`config.mk`:
```
export PLATFORM = sky130hd
export DESIGN_NAME = vr_fifo_flat
export DESIGN_NICKNAME = d
export VERILOG_FILES = /design/src/rtl/fifo_pkg.sv /design/src/rtl/valid_ready.sv /design/src/rtl/fifo_mem.sv /design/src/rtl/vr_fifo.sv /design/src/flat_wrapper.sv
export SDC_FILE = /design/constraint.sdc
export NUM_CORES = 1
export LEC_CHECK = 0
export CELL_PAD_IN_SITES_DETAIL_PLACEMENT = 2
export CELL_PAD_IN_SITES_GLOBAL_PLACEMENT = 2
export CORE_MARGIN = 2
export CORE_UTILIZATION = 45
export CTS_CLUSTER_SIZE = 28
export DETAILED_ROUTE_END_ITERATION = 16
export PLACE_DENSITY_LB_ADDON = 0.1
export SLEW_MARGIN = 20
export SYNTH_ARGS = -nofsm -noshare
export SYNTH_HDL_FRONTEND = slang
export SYNTH_SLANG_ARGS = --single-unit
export TNS_END_PERCENT = 50
```
`constraint.sdc`:
```
create_clock -name clk -period 6.99 [get_ports clk]
set_clock_uncertainty 0.2 [all_clocks]
set_input_delay 1.398 -clock clk [delete_from_list [all_inputs] [get_ports clk]]
set_output_delay 1.398 -clock clk [all_outputs]
set_load 0.02 [all_outputs]
```
`src/rtl/fifo_pkg.sv`:
```
// Shared sizing helpers and defaults for the valid/ready FIFO and its bench.
package fifo_pkg;

    localparam int DEF_DATA_WIDTH = 8;
    localparam int DEF_DEPTH      = 8;

    function automatic int addr_w(input int depth);
        return $clog2(depth);
    endfunction

    // Pointer width for a given depth: address bits plus one wrap bit.
    function automatic int ptr_w(input int depth);
        return $clog2(depth) + 1;
    endfunction

    typedef logic [ptr_w(DEF_DEPTH)-1:0] def_ptr_t;

endpackage

```
`src/rtl/valid_ready.sv`:
```
// Valid/ready handshake bundle; Slave receives words, Master presents them.
interface valid_ready #(
    parameter int DATA_WIDTH = 8
);
    logic                  valid;
    logic                  ready;
    logic [DATA_WIDTH-1:0] data;

    modport Slave  (input  valid, input  data, output ready);
    modport Master (output valid, output data, input  ready);
endinterface

```
`src/rtl/fifo_mem.sv`:
```
// Register-array storage: synchronous write, asynchronous read, no reset.
module fifo_mem
    import fifo_pkg::*;
#(
    parameter int DATA_WIDTH = DEF_DATA_WIDTH,
    parameter int DEPTH      = DEF_DEPTH
) (
    input  logic                      clk_i,
    input  logic                      we_i,
    input  logic [addr_w(DEPTH)-1:0]  waddr_i,
    input  logic [DATA_WIDTH-1:0]     wdata_i,
    input  logic [addr_w(DEPTH)-1:0]  raddr_i,
    output logic [DATA_WIDTH-1:0]     rdata_o
);

    logic [DATA_WIDTH-1:0] mem_q [DEPTH];

    always_ff @(posedge clk_i) begin
        if (we_i) begin
            mem_q[waddr_i] <= wdata_i;
        end
    end

    assign rdata_o = mem_q[raddr_i];

endmodule

```
`src/rtl/vr_fifo.sv`:
```
// Show-ahead valid/ready FIFO absorbing sink back-pressure; a pushed word is
// visible on out_bus after the pushing edge, with no in->out combinational path.
module vr_fifo
    import fifo_pkg::*;
#(
    parameter int DATA_WIDTH      = DEF_DATA_WIDTH,
    parameter int DEPTH           = DEF_DEPTH,
    parameter int ALMOST_FULL_LVL = 6
) (
    input  logic                   clk,
    input  logic                   reset,
    valid_ready.Slave              in_bus,
    valid_ready.Master             out_bus,
    output logic [addr_w(DEPTH):0] level,
    output logic                   almost_full
);

    localparam int ADDR = addr_w(DEPTH);
    typedef logic [ADDR:0] ptr_t;
    localparam ptr_t AF_LVL  = ptr_t'(ALMOST_FULL_LVL);
    localparam ptr_t DEPTH_P = ptr_t'(DEPTH);

    if (DEPTH < 2 || (DEPTH & (DEPTH - 1)) != 0) begin : g_bad_depth
        $error("vr_fifo: DEPTH must be a power of two and at least 2");
    end

    ptr_t                  wr_ptr_q, wr_ptr_d;
    ptr_t                  rd_ptr_q, rd_ptr_d;
    logic                  empty, full, push, pop;
    logic [DATA_WIDTH-1:0] rd_data;

    assign empty = (wr_ptr_q == rd_ptr_q);
    assign full  = (wr_ptr_q[ADDR-1:0] == rd_ptr_q[ADDR-1:0]) &&
                   (wr_ptr_q[ADDR] != rd_ptr_q[ADDR]);

    // Ready is held low during reset so nothing is accepted into a clearing FIFO.
    assign push = in_bus.valid && !full && !reset;
    assign pop  = out_bus.ready && !empty;

    assign in_bus.ready  = !full && !reset;
    assign out_bus.valid = !empty;
    assign out_bus.data  = empty ? '0 : rd_data;

    assign level       = wr_ptr_q - rd_ptr_q;
    assign almost_full = (level >= AF_LVL);

    always_comb begin
        wr_ptr_d = wr_ptr_q;
        rd_ptr_d = rd_ptr_q;
        if (push) begin
            wr_ptr_d = wr_ptr_q + ptr_t'(1);
        end
        if (pop) begin
            rd_ptr_d = rd_ptr_q + ptr_t'(1);
        end
    end

    always_ff @(posedge clk or posedge reset) begin
        if (reset) begin
            wr_ptr_q <= '0;
            rd_ptr_q <= '0;
        end else begin
            wr_ptr_q <= wr_ptr_d;
            rd_ptr_q <= rd_ptr_d;
        end
    end

    fifo_mem #(
        .DATA_WIDTH (DATA_WIDTH),
        .DEPTH      (DEPTH)
    ) u_mem (
        .clk_i   (clk),
        .we_i    (push),
        .waddr_i (wr_ptr_q[ADDR-1:0]),
        .wdata_i (in_bus.data),
        .raddr_i (rd_ptr_q[ADDR-1:0]),
        .rdata_o (rd_data)
    );

    a_no_overrun: assert property (@(posedge clk) disable iff (reset)
        level <= DEPTH_P);

endmodule

```
`src/flat_wrapper.sv`:
```
// flat-port wrapper written by rule: the top's interface ports become plain ports
module vr_fifo_flat import fifo_pkg::*;
#(
    parameter int DATA_WIDTH      = DEF_DATA_WIDTH,
    parameter int DEPTH           = DEF_DEPTH,
    parameter int ALMOST_FULL_LVL = 6
)
  (clk, reset, level, almost_full, in_bus_valid, in_bus_data, in_bus_ready, out_bus_valid, out_bus_data, out_bus_ready);
  valid_ready #(.DATA_WIDTH(DATA_WIDTH)) in_bus_i ();
  valid_ready #(.DATA_WIDTH(DATA_WIDTH)) out_bus_i ();
  input  logic clk;
  input  logic reset;
  output logic [addr_w(DEPTH):0] level;
  output logic almost_full;
  input wire logic [$bits(in_bus_i.valid)-1:0] in_bus_valid;
  input wire logic [$bits(in_bus_i.data)-1:0] in_bus_data;
  output wire logic [$bits(in_bus_i.ready)-1:0] in_bus_ready;
  output wire logic [$bits(out_bus_i.valid)-1:0] out_bus_valid;
  output wire logic [$bits(out_bus_i.data)-1:0] out_bus_data;
  input wire logic [$bits(out_bus_i.ready)-1:0] out_bus_ready;
  assign in_bus_i.valid = in_bus_valid;
  assign in_bus_i.data = in_bus_data;
  assign in_bus_ready = in_bus_i.ready;
  assign out_bus_valid = out_bus_i.valid;
  assign out_bus_data = out_bus_i.data;
  assign out_bus_i.ready = out_bus_ready;
  vr_fifo #(.DATA_WIDTH(DATA_WIDTH), .DEPTH(DEPTH), .ALMOST_FULL_LVL(ALMOST_FULL_LVL)) u_core (.clk(clk), .reset(reset), .in_bus(in_bus_i), .out_bus(out_bus_i), .level(level), .almost_full(almost_full));
endmodule
```
==> results of run 1 <==
cells by family (layout without fill, tap and decap cells):
kind of cell,count (synthesis),count (layout),share of synthesized area
xor+xnor,9,9,0.0278
buf+inv,16,58,0.0237
fa+ha+maj,6,6,0.0265
compound gates,27,27,0.0672
simple gates,32,32,0.0547
flops,72,72,0.682
mux,34,34,0.118
routing by layer:
metal	GRT usage	vias up	routed length [um]
met1	0.292	969	3390
met2	0.377	14	4020
met5	0	-	0
li1	-	828	-
met4	0.0629	0	67
met3	0.0351	6	142
power breakdown:
part	internal (uW)	total, uW	switching, uW
combinational	398	914	515
clock	126	279	152
sequential	526	583	57.2
sequential cells by signal, indices dropped and copies added, names as in the netlist:
| signal | count |
|---|---|
| u_core.rd_ptr_q | 4 |
| u_core.u_mem.mem_q | 64 |
| u_core.wr_ptr_q | 4 |
synth_stat cells (2+ instances only):
| library cell | number | area share |
|---|---|---|
| a21oi_1 | 3 | 0.0048 |
| a22o_1 | 8 | 0.023 |
| buf_1 | 2 | 0.0024 |
| buf_2 | 2 | 0.0032 |
| buf_4 | 3 | 0.0072 |
| dfrtp_1 | 8 | 0.064 |
| edfxtp_1 | 64 | 0.62 |
| ha_1 | 5 | 0.020 |
| inv_1 | 9 | 0.011 |
| mux2_2 | 17 | 0.062 |
| mux2i_1 | 16 | 0.051 |
| nand2_1 | 3 | 0.0036 |
| nand2b_1 | 2 | 0.0040 |
| nand3_1 | 2 | 0.0032 |
| nor2_1 | 3 | 0.0036 |
| nor2b_1 | 2 | 0.0040 |
| nor3_1 | 12 | 0.019 |
| nor4_1 | 2 | 0.0040 |
| o211ai_1 | 3 | 0.0072 |
| o21ai_0 | 2 | 0.0032 |
| o22ai_1 | 8 | 0.016 |
| xnor2_1 | 6 | 0.017 |
| xor2_1 | 2 | 0.0056 |
path summary, 6_finish.rpt:
path / start / endpoint / slack (ps) / cells after the start
min in group asynchronous: reset / u_core.rd_ptr_q[3]$_DFFE_PP0P_ / 1250 / 2
worst max register to register: u_core.wr_ptr_q[0]$_DFFE_PP0P_ / u_core.u_mem.mem_q[3][1]$_DFFE_PP_ / 4060 / 5
worst min-delay path: u_core.rd_ptr_q[3]$_DFFE_PP0P_ / u_core.rd_ptr_q[3]$_DFFE_PP0P_ / 370 / 1
worst max-delay path: reset / in_bus_ready / 2160 / 5
max in group asynchronous: reset / u_core.rd_ptr_q[2]$_DFFE_PP0P_ / 5070 / 2
worst min register to register: u_core.rd_ptr_q[3]$_DFFE_PP0P_ / u_core.rd_ptr_q[3]$_DFFE_PP0P_ / 370 / 1
critical path, cell delays in order:
cell and delay, ps:
clkdlybuf4s50_1 480, inv_1 330, o21ai_0 300, inv_1 120
clkdlybuf4s50_1 610
through the flow:
step / util / setup slack (ps) / hold WS (ps) / instances
detailed placement: 0.516 / 2140 / 360 / 302
finish: 0.540 / 2160 / 369 / 318
CTS: 0.540 / 2150 / 375 / 318
floorplan: - / 3350 / 304 / 196
global placement: 0.516 / 2250 / 341 / 302
global route: 0.540 / 2000 / 408 / 318
cell type report:
type                    instances  area, um2
clock buffers                  10        128
clock inverters                 6       36.3
fillers                       620       3110
inverters                       9       33.8
multi-input cells             108        915
flip-flops and latches         72       2120
well taps                      80        100
repair buffers                 33        313
==> reports/qor.txt, run 1 <==
Synth cell types = 35
Final HPWL DP = 5040 um
die height = 87.1 um
commonest cells after routing, fill and taps aside = edfxtp_1, clkdlybuf4s50_1, mux2_2, mux2i_1, nor3_1
TritonCTS clock tree = yes
CTS buffer count = 9
antenna violations before repair = 0
post-synthesis register bit count = 72
Static Leakage = 0.00129 uW
post-CTS sizing = 0
Worst setup EP type = output port
CTS Buffer Depth = 2
vias in the first global route = 2088
startpoint types = primary input
Reg clk slew, reported paths = 70 ps
RSZ-0062 raised after global routing = no
PwrDens = 487 mW/mm2
fin area = 0.00365 mm2
routed wire length = 7620 um
Max VDD drop = 0.000243 V
Clock Tree Root = clkbuf_8
H-tree Lvls = 3
Die ar. = 0.00759 mm2
most common cell after layout, fill and taps aside = edfxtp_1
Crit Path Category = in2out
fmax = 207 MHz
nets@finish = 251
drt drc = 0
total core area = 0.00676 mm2
Synth Flop Type = edfxtp_1
post-route minimum period = 4830 ps
Worst Tran Pin Value = 998 ps
Tot Pwr = 1780 uW
Critical Path RT = 5390 ps
Iter 0 DRT Violations = 82
syn nets = 214
synth-to-layout area growth = 17.3%
fin crit share = 0.690
Setup TNS Final = 0 ps
layout cells sized above 1 = 0.185
synthesized area = 0.00311 mm2
largest net degree at the start of global routing = 36
post-synthesis cell count = 196
EDFF count, synth = 64
Rows = 30
clk_lat worst skew = 330 ps
# IOs = 27
Final setup viols = 0
max-cap viol count = 0
placed cell area = 0.00348 mm2
GP Congestion = 0.816
Initial Utilization = 0.460
# Post-CTS Setup Buffers = 0
relative max-transition margin = 0.332
first-pass GRT wire length = 11900 um
Hold Vio Cnt, Final = 0
max-slew violations = 0
Seq/Total Area, Yosys = 0.682
CTS sink count = 72
I/O Buffers = 26
async set-reset flop share out of synthesis = 0.111
wire length per cell = 24.0 um
Ys Warns = 0
Worst Hold Class = reg2reg
global route total overflow = 0
syn_area_per_cell = 15.9 um2
Post-DRT Antenna Nets = 0
Pre-antenna DRT Iters = 4
top fanout value on the critical path = 10
via count = 1817
status = finished, final reports clean
routed vias/inst = 5.71
Ant. Diodes = 0
CTS Hold Bufs = 0
die width = 87.1 um
crit path DAT = 3230 ps
Total Routing Usage GR = 0.220
Power figures use the tool's default switching activity.
==> run 2, diff against run 1 <==
CORE_UTILIZATION = 42   (was 45)
clock period = 5 ns   (was 6.99 ns; I/O delays follow)
==> reports/qor.txt, run 2 (synthesis results as in run 1) <==
status = finished, final reports clean
multi-input gate area in the final layout = 925 um2 (+1.1%)
largest net degree at the start of global routing = 36 (unchanged)
Pre-antenna DRT Iters = 4 (unchanged)
die height = 90.1 um (+3.3%)
global route total overflow = 0 (unchanged)
Worst Tran Pin Value = 956 ps (-41.6 ps)
Crit Path Category = reg2out
vias in the first global route = 2074 (-0.67%)
Static Leakage = 0.00131 uW (+1.6%)
top fanout value on the critical path = 9 (-1)
most common cell after layout, fill and taps aside = edfxtp_1
number of flip-flops in the largest register = 64 (unchanged)
synth-to-layout area growth = 19.3%
Reg power frac = 0.320 (-0.008)
Reg clk slew, reported paths = 70 ps (about the same)
# IOs = 27 (unchanged)
Non-Filler Instances = 338 (+6.3%)
fin crit share = 0.821
PwrDens = 687 mW/mm2 (+41%)
CTS Buffer Depth = 2 (unchanged)
routed vias/inst = 5.34 (-6.6%)
routed wire length = 7800 um (+2.4%)
CTS sink count = 72 (unchanged)
met1 WL = 3330 um (-1.6%)
Top reg by flops = u_core.u_mem.mem_q
DR top layer = met4
Critical Path RT = 3800 ps (-1590 ps)
Tot Pwr = 2550 uW (+44%)
Placed Cells = 322 (+6.6%)
placed cell area = 0.00352 mm2 (+1.2%)
antenna violations before repair = 0 (unchanged)
routed wl met3 = 151 um (+6.3%)
Max VDD drop = 0.000253 V (+4.4%)
Final setup viols = 0 (unchanged)
switching portion of total power = 0.404 (-0.00381)
Ant. Diodes = 0 (unchanged)
nets@finish = 252 (+0.40%)
Final HPWL DP = 5340 um (+6.0%)
commonest cells after routing, fill and taps aside = edfxtp_1, clkdlybuf4s50_1, mux2_2, mux2i_1, nor3_1
max-cap viol count = 0 (unchanged)
Hold Vio Cnt, Final = 0 (unchanged)
Worst setup EP type = output port
worst path bufs/invs = 2 (-2)
RSZ-0062 raised after global routing = no
internal power = 1520 uW (+45%)
max incr delay on CP = 670 ps (+60 ps)
Total Routing Usage GR = 0.204 (-0.0162)
clock network fraction of total power = 0.172 (+0.015)
first-pass GRT wire length = 12100 um (+2.1%)
family with the most delay on the worst path = simple AND/OR/NAND/NOR gates
relative max-transition margin = 0.362 (+0.0302)
Initial Utilization = 0.431 (-0.0292)
worst-path cell chain = inv_1 -> ha_1 -> nand3_1 -> nor2_2 -> nor3_1 -> clkdlybuf4s50_1
Post-DRT Antenna Nets = 0 (unchanged)
post-CTS sizing = 0 (unchanged)
layout cells sized above 1 = 0.197 (+0.0118)
CTS Hold Bufs = 0 (unchanged)
I/O Buffers = 26 (unchanged)
startpoint types = flip-flop
P_sw = 1030 uW (+42%)
register area = 0.00212 mm2 (unchanged)
Clock Tree Root = clkbuf_8
H-tree Lvls = 3 (unchanged)
clk_lat worst skew = 340 ps (about the same)
biggest regs = u_core.u_mem.mem_q x64, u_core.rd_ptr_q x4, u_core.wr_ptr_q x4
Die ar. = 0.00811 mm2 (+6.8%)
Iter 0 DRT Violations = 51 (-38%)
# Post-CTS Setup Buffers = 0 (unchanged)
fin area = 0.00371 mm2 (+1.7%)
TritonCTS clock tree = yes
wire length per cell = 23.1 um (-3.7%)
via count = 1804 (-0.72%)
Setup TNS Final = 0 ps (unchanged)
Logic pwr share = 0.508 (-0.007)
fill cell count = 693 (+12%)
crit path DAT = 2910 ps (-320 ps)
total core area = 0.00721 mm2 (+6.8%)
CTS buffer count = 9 (unchanged)
GP Congestion = 0.779 (-4.4%)
Rows = 31 (+3.3%)
DR WL met2 = 4240 um (+5.4%)
Worst path slowest cell = clkdlybuf4s50_1
die width = 90.1 um (+3.3%)
drt drc = 0 (unchanged)
post-route minimum period = 4110 ps
fmax = 244 MHz
max-slew violations = 0 (unchanged)
Worst Hold Class = reg2reg
-- run 2: changes by cell type in the layout (fill, tap and decap cells not counted) --
cell and delta:
clkinvlp_4 -1, clkinv_1 +1, nor3_2 +2, nor3_1 -2, bufinv_16 +1, clkbuf_1 -1
buf_4 +1
-- run 2: final timing paths --
check	startpoint	to	slack (ps)	cells past startpoint
max	u_core.wr_ptr_q[0]$_DFFE_PP0P_	out_bus_data[7]	890	6
min	u_core.wr_ptr_q[3]$_DFFE_PP0P_	u_core.wr_ptr_q[3]$_DFFE_PP0P_	390	1
max reg2reg	u_core.wr_ptr_q[0]$_DFFE_PP0P_	u_core.u_mem.mem_q[2][4]$_DFFE_PP_	2100	5
min reg2reg	u_core.wr_ptr_q[3]$_DFFE_PP0P_	u_core.wr_ptr_q[3]$_DFFE_PP0P_	390	1
max in group asynchronous	reset	u_core.wr_ptr_q[3]$_DFFE_PP0P_	3450	2
min in group asynchronous	reset	u_core.wr_ptr_q[0]$_DFFE_PP0P_	870	2
-- run 2: metal layers --
metal  vias to the layer above  GRT usage
li1                        831          -
met1                       943      0.243
met2                        21      0.375
met3                         9     0.0419
met4                         0     0.0538
met5                         -          0
-- run 2: cell type report --
class / instances / share of cell area
Multi-Input combinational cell: 108 / 0.249
Tap cell: 99 / 0.0334
Timing Repair Buffer: 34 / 0.0863
Clock inverter: 7 / 0.0169
Sequential cell: 72 / 0.572
Inverter: 9 / 0.00910
Clock buffer: 9 / 0.0334
-- run 2: through the flow --
stage               hold slack [ps]  setup WS [ps]  utilization
global placement                350           1020        0.489
CTS                             384            833        0.514
detailed placement              370            931        0.489
floorplan                       304           1930            -
global route                    427            702        0.514
finish                          390            893        0.514
-- run 2: power by group through the flow --
stage	Sequential (uW)	Clock [uW]	Combinational, uW
floorplan	796	0	793
CTS	816	448	1320
global route	827	470	1390
global placement	816	0	1240
detailed placement	830	0	1290
finish	816	437	1300
-- run 2: worst register-to-register path: cells and delay by family (launching register included) --
| kind | cells | cell delay, ps |
|---|---|---|
| adders and majority gates | 1 | 340 |
| AOI/OAI and AO/OA | 1 | 230 |
| buffers and inverters | 1 | 140 |
| DFF | 1 | 520 |
| and+or+nand+nor | 2 | 1090 |
